--- src/rtl/split_join_ctrl.sv ---
// split_join_ctrl: per-core divergence controller that turns warp split/join
// requests into IPDOM stack push/pop and a registered mask/PC response.
// Ports:
//   clk, reset (sync, active-high)
//   req_*  : split/join request in (valid/ready)
//   rsp_*  : registered mask/PC update out (valid/ready)
//   stk_*  : push/pop/select to the per-warp stack bank, stk_d top-of-stack in
//   err_*  : sticky per-warp overflow/underflow flags
//   perf_* : event counters, present only with `define SPLIT_JOIN_PERF_EN
module split_join_ctrl #(
  parameter int NUM_WARPS   = 4,
  parameter int NUM_THREADS = 4,
  parameter int PC_W        = 32,
  localparam int WIDW  = (NUM_WARPS > 1) ? $clog2(NUM_WARPS) : 1,
  localparam int T     = NUM_THREADS,
  localparam int STK_W = 1 + T + PC_W
) (
  input  logic                 clk,
  input  logic                 reset,
  input  logic                 req_valid,
  output logic                 req_ready,
  input  logic [WIDW-1:0]      req_wid,
  input  logic                 req_is_join,
  input  logic [T-1:0]         req_tmask,
  input  logic [T-1:0]         req_taken,
  input  logic [PC_W-1:0]      req_else_pc,
  output logic                 rsp_valid,
  input  logic                 rsp_ready,
  output logic [WIDW-1:0]      rsp_wid,
  output logic [T-1:0]         rsp_tmask,
  output logic                 rsp_pc_valid,
  output logic [PC_W-1:0]      rsp_pc,
  output logic                 rsp_diverged,
  output logic [WIDW-1:0]      stk_wid,
  output logic                 stk_push,
  output logic                 stk_pop,
  output logic [STK_W-1:0]     stk_q1,
  output logic [STK_W-1:0]     stk_q2,
  input  logic [STK_W-1:0]     stk_d,
  input  logic                 stk_empty,
  input  logic                 stk_full,
`ifdef SPLIT_JOIN_PERF_EN
  output logic [31:0]          perf_splits_div,
  output logic [31:0]          perf_splits_uni,
  output logic [31:0]          perf_joins,
`endif
  output logic [NUM_WARPS-1:0] err_overflow,
  output logic [NUM_WARPS-1:0] err_underflow
);

  logic          accept;
  logic [T-1:0]  taken;
  logic [T-1:0]  ntaken;
  logic          any_t;
  logic          any_n;

  // one-hot request class
  logic c_pop;
  logic c_unf;
  logic c_none;
  logic c_all;
  logic c_div;
  logic c_ovf;

  logic [T-1:0]    n_tmask;
  logic            n_pcv;
  logic [PC_W-1:0] n_pc;
  logic            n_div;

  assign req_ready = ~rsp_valid | rsp_ready;
  assign accept    = req_valid & req_ready;

  assign taken  = req_tmask & req_taken;
  assign ntaken = req_tmask & ~req_taken;
  assign any_t  = |taken;
  assign any_n  = |ntaken;

  assign c_pop  = req_is_join & ~stk_empty;
  assign c_unf  = req_is_join & stk_empty;
  assign c_none = ~req_is_join & ~any_t;
  assign c_all  = ~req_is_join & any_t & ~any_n;
  assign c_div  = ~req_is_join & any_t & any_n & ~stk_full;
  assign c_ovf  = ~req_is_join & any_t & any_n & stk_full;

  assign stk_wid  = req_wid;
  assign stk_push = accept & c_div & ~reset;
  assign stk_pop  = accept & c_pop & ~reset;

  // else-path entry is popped first, reconvergence entry second
  assign stk_q2 = {1'b1, ntaken, req_else_pc};
  assign stk_q1 = {1'b0, req_tmask, {PC_W{1'b0}}};

  always_comb begin
    n_tmask = req_tmask;
    n_pcv   = 1'b0;
    n_pc    = '0;
    n_div   = 1'b0;
    unique case (1'b1)
      c_pop: begin
        {n_pcv, n_tmask, n_pc} = stk_d;
      end
      c_none: begin
        n_pcv = 1'b1;
        n_pc  = req_else_pc;
      end
      c_div: begin
        n_tmask = taken;
        n_div   = 1'b1;
      end
      // uniform-taken, overflow and underflow keep the incoming mask
      default: begin
        n_tmask = req_tmask;
      end
    endcase
  end

  always_ff @(posedge clk) begin
    if (reset) begin
      rsp_valid     <= 1'b0;
      rsp_wid       <= '0;
      rsp_tmask     <= '0;
      rsp_pc_valid  <= 1'b0;
      rsp_pc        <= '0;
      rsp_diverged  <= 1'b0;
      err_overflow  <= '0;
      err_underflow <= '0;
    end else begin
      if (accept) begin
        rsp_valid    <= 1'b1;
        rsp_wid      <= req_wid;
        rsp_tmask    <= n_tmask;
        rsp_pc_valid <= n_pcv;
        rsp_pc       <= n_pc;
        rsp_diverged <= n_div;
      end else if (rsp_ready) begin
        rsp_valid <= 1'b0;
      end
      if (accept && c_ovf)
        err_overflow[req_wid] <= 1'b1;
      if (accept && c_unf)
        err_underflow[req_wid] <= 1'b1;
    end
  end

`ifdef SPLIT_JOIN_PERF_EN
  always_ff @(posedge clk) begin
    if (reset) begin
      perf_splits_div <= '0;
      perf_splits_uni <= '0;
      perf_joins      <= '0;
    end else if (accept) begin
      if (c_div)
        perf_splits_div <= perf_splits_div + 32'd1;
      // a split demoted by overflow behaves as uniform
      if (c_none || c_all || c_ovf)
        perf_splits_uni <= perf_splits_uni + 32'd1;
      if (c_pop)
        perf_joins <= perf_joins + 32'd1;
    end
  end
`endif

endmodule

--- config.mk ---
export PLATFORM = sky130hd
export DESIGN_NAME = split_join_ctrl
export DESIGN_NICKNAME = d
export VERILOG_FILES = /design/src/rtl/split_join_ctrl.sv
export SDC_FILE = /design/constraint.sdc
export NUM_CORES = 1
export LEC_CHECK = 0
export ABC_CLOCK_PERIOD_IN_PS = 1300
export CORE_ASPECT_RATIO = 0.9
export CORE_MARGIN = 2
export CORE_UTILIZATION = 30
export CTS_BUF_LIST = sky130_fd_sc_hd__clkbuf_4 sky130_fd_sc_hd__clkbuf_8
export DETAILED_ROUTE_END_ITERATION = 16
export GPL_ROUTABILITY_DRIVEN = 0
export HOLD_SLACK_MARGIN = 0.12
export PLACE_DENSITY = 0.89
export RECOVER_POWER = 25
export SLEW_MARGIN = 15
export SYNTH_ARGS = -nofsm -noshare
export SYNTH_HDL_FRONTEND = slang
export SYNTH_SLANG_ARGS = --single-unit
--- constraint.sdc ---
create_clock -name clk -period 1.3 [get_ports clk]
set_input_delay 0.195 -clock clk [delete_from_list [all_inputs] [get_ports clk]]
set_output_delay 0.195 -clock clk [all_outputs]
set_load 0.02 [all_outputs]
==> impl_metrics.toml <==
[detailed_routing]
dr_total_vias = 2894
drtIter0Drc = 44
dr.pass1.iters = 4
post_drt_via_cell_ratio = 4.80
drc = 0
finalWirelength_mm = 10.4
wl_per_cell_um = 17.3
drtAntennaViolNets = 0

[power]
seq_power_share = 0.376
combPwrFrac = 0.359
peakVddDrop_mv = 0.427
p_int_mw = 2.96
clkPwrFrac = 0.265
power_mw = 4.37
p_leak_nw = 2.30
switchingPower_mw = 1.41
power.density_mw_per_mm2 = 870
switching_share = 0.323

[layout]
fill_cells = 712
drive_gt1_frac = 0.254
nNetsFinal = 569
final_cell_mix = "dlygate4sd2_1, clkdlybuf4s50_1, dfxtp_1, nor2_1, conb_1"
n_antenna_cell = 0
area_delta_synth_final_pct = 91.0
post-route-util = 0.589
final_common_cell = "dlygate4sd2_1"

[global_routing]
grt_pass1_vias = 2739
grtUsageTotal = 0.188
grt_antenna_before_repair = 0
grt_max_degree = 43
grt_pass1_wl_mm = 14.0
grt-ovfl-total = 0

[sta]
slew_violations = 0
timing.final.crit_period_ns = 1.48
max_clock_freq_mhz = 676
fin_ws_ns = -0.179
setup_violations = 31
final.setup_skew_ns = 0.00844
grt_setup_unrepaired = "true"
hold_viol = 0
holdWs_ns = 0.228
finalCritPeriodShare = 1.14

[cts]
cts_buffers = 5
cts_sinks = 49
holdBufCountCts = 0
clk_latency_ns = 0.30
clockBufferDepth = 2
root_buffer = "clkbuf_8"
path_clk_slew_ns = 0.10
cts_max_level = 2
cts_tree = "built"

[placement]
place_hpwl_mm = 7.14
io_buffers = 179
dp_slack_ns = -1.01

[yosys]
yosys_warnings = 0
synth_cells = 313
ys_seq_elements = 49
synth_edf_count = 0
ys_seq_area_frac = 0.373
syn_area_mm2 = 0.00263
synth_top_flop_cell = "dfxtp_1"
synthDistinctLibCells = 29
async_reset_ff_frac = 0
avgSynthCellArea_um2 = 8.41

[worst_setup_path]
startpoint_type = "flop"
path_cells = "nand2b_4, and2_4, nand4b_4, nor2_4, buf_6"
cp.arrival_ns = 1.28
crit_slowest_cell = "dfxtp_2"
worstSetupEndpointType = "primary output"
crit_path_max_incr_delay_ns = 0.35
cp_num_buf_inv = 1
critPathTopFamily = "simple AND/OR/NAND/NOR gates"
critPathKind = "flop to primary output"
critPathMaxFanout = 4
cp_data_required_time_ns = 1.11

[floorplanning]
io_pins = 214
die_h_um = 92.8
start_util = 0.309
chipWidth_um = 103
rows = 32
die_area_mm2 = 0.00954
core-area_mm2 = 0.00853

[outcome]
outcome = "finished with violations"
violations = "negative setup slack"

[min_path]
hp-class = "primary input to flop"

[run]
cap_violations = 0
## layout make-up
| class | count | area, µm² | share of cell area |
|---|---|---|---|
| Timing Repair Buffer | 226 | 2220 | 0.441 |
| Multi-Input combinational cell | 198 | 1550 | 0.308 |
| Sequential cell | 49 | 982 | 0.195 |
| Tap cell | 119 | 149 | 0.0296 |
| Clock buffer | 6 | 82.6 | 0.0164 |
| Clock inverter | 2 | 37.5 | 0.00747 |
| Inverter | 3 | 11.3 | 0.00224 |
## kinds of logic after synthesis
logic type | synth area share
AO/OA/AOI/OAI | 0.180
buffers and inverters | 0.250
other | 0.00285
flip-flops | 0.373
AND/OR/NAND/NOR | 0.194
## per-stage QoR
step | TNS, ns | area, µm² | cells
3_5_place_dp | -36.19 | 4390 | 584
2_1_floorplan | -0.459 | 2810 | 345
3_3_place_gp | -34.35 | 4390 | 584
4_1_cts | -0.745 | 4610 | 597
6_report | -1.30 | 5030 | 603
5_1_grt | -2.97 | 5030 | 603
## metal layers
layer,up-vias,global-route usage,routed length (µm)
met4,0,0.0333,153
met3,15,0.0415,708
met2,132,0.345,5400
met1,1391,0.223,4160
li1,1356,-,-
met5,-,0,0
## worst paths after layout
| path | slack, ns | end | cells past startpoint | start |
|---|---|---|---|---|
| worst min-delay path | 0.23 | rsp_valid | 2 | reset |
| worst max register to register | -0.11 | rsp_tmask[2] | 6 | rsp_valid |
| worst min register to register | 0.46 | rsp_wid[0] | 2 | rsp_wid[0] |
| worst max-delay path | -0.18 | stk_push | 5 | rsp_valid |
## synth_stat cells, types with 4 or more instances
cell type / number / area share
and2_1: 4 / 0.0095
buf_2: 9 / 0.017
nand2_1: 7 / 0.010
nor2b_1: 4 / 0.0095
nor2_1: 42 / 0.060
a21oi_1: 8 / 0.015
a221oi_1: 32 / 0.11
nand2b_1: 6 / 0.014
clkbuf_1: 10 / 0.014
o41ai_1: 4 / 0.013
nor3_1: 34 / 0.065
dfxtp_1: 49 / 0.37
a31oi_1: 5 / 0.012
buf_4: 74 / 0.21
## power by group through the flow
stage          clock [mW]  combinational [mW]  sequential, mW
6_report             1.16                1.57            1.64
5_1_grt              1.25                1.66            1.66
4_1_cts              1.18                1.37            1.64
3_5_place_dp            0                1.41            1.68
3_3_place_gp            0                1.38            1.68
2_1_floorplan           0               0.669            1.80
## timing repair
action | CTS | global route
endpoints found under the setup margin | 138 | 42
buffers inserted | 4 | 3
cloned | 1 | 5
pin swaps | 13 | 35
gates resized for setup | 169 | 58
## worst reg2reg max path: cells and delay by family (launching register included)
kind            cells  cell delay (ns)
simple gates        3             0.40
flops               1             0.35
compound gates      1             0.29
buf+inv             2             0.28
## sequential cells by signal (all words and copies together) (netlist names)
register,flops
err_underflow,4
rsp_valid,1
err_overflow,4
rsp_diverged,1
rsp_pc_valid,1
rsp_pc,32
rsp_wid,2
rsp_tmask,4
No activity file was read; power rests on OpenSTA's default activity.
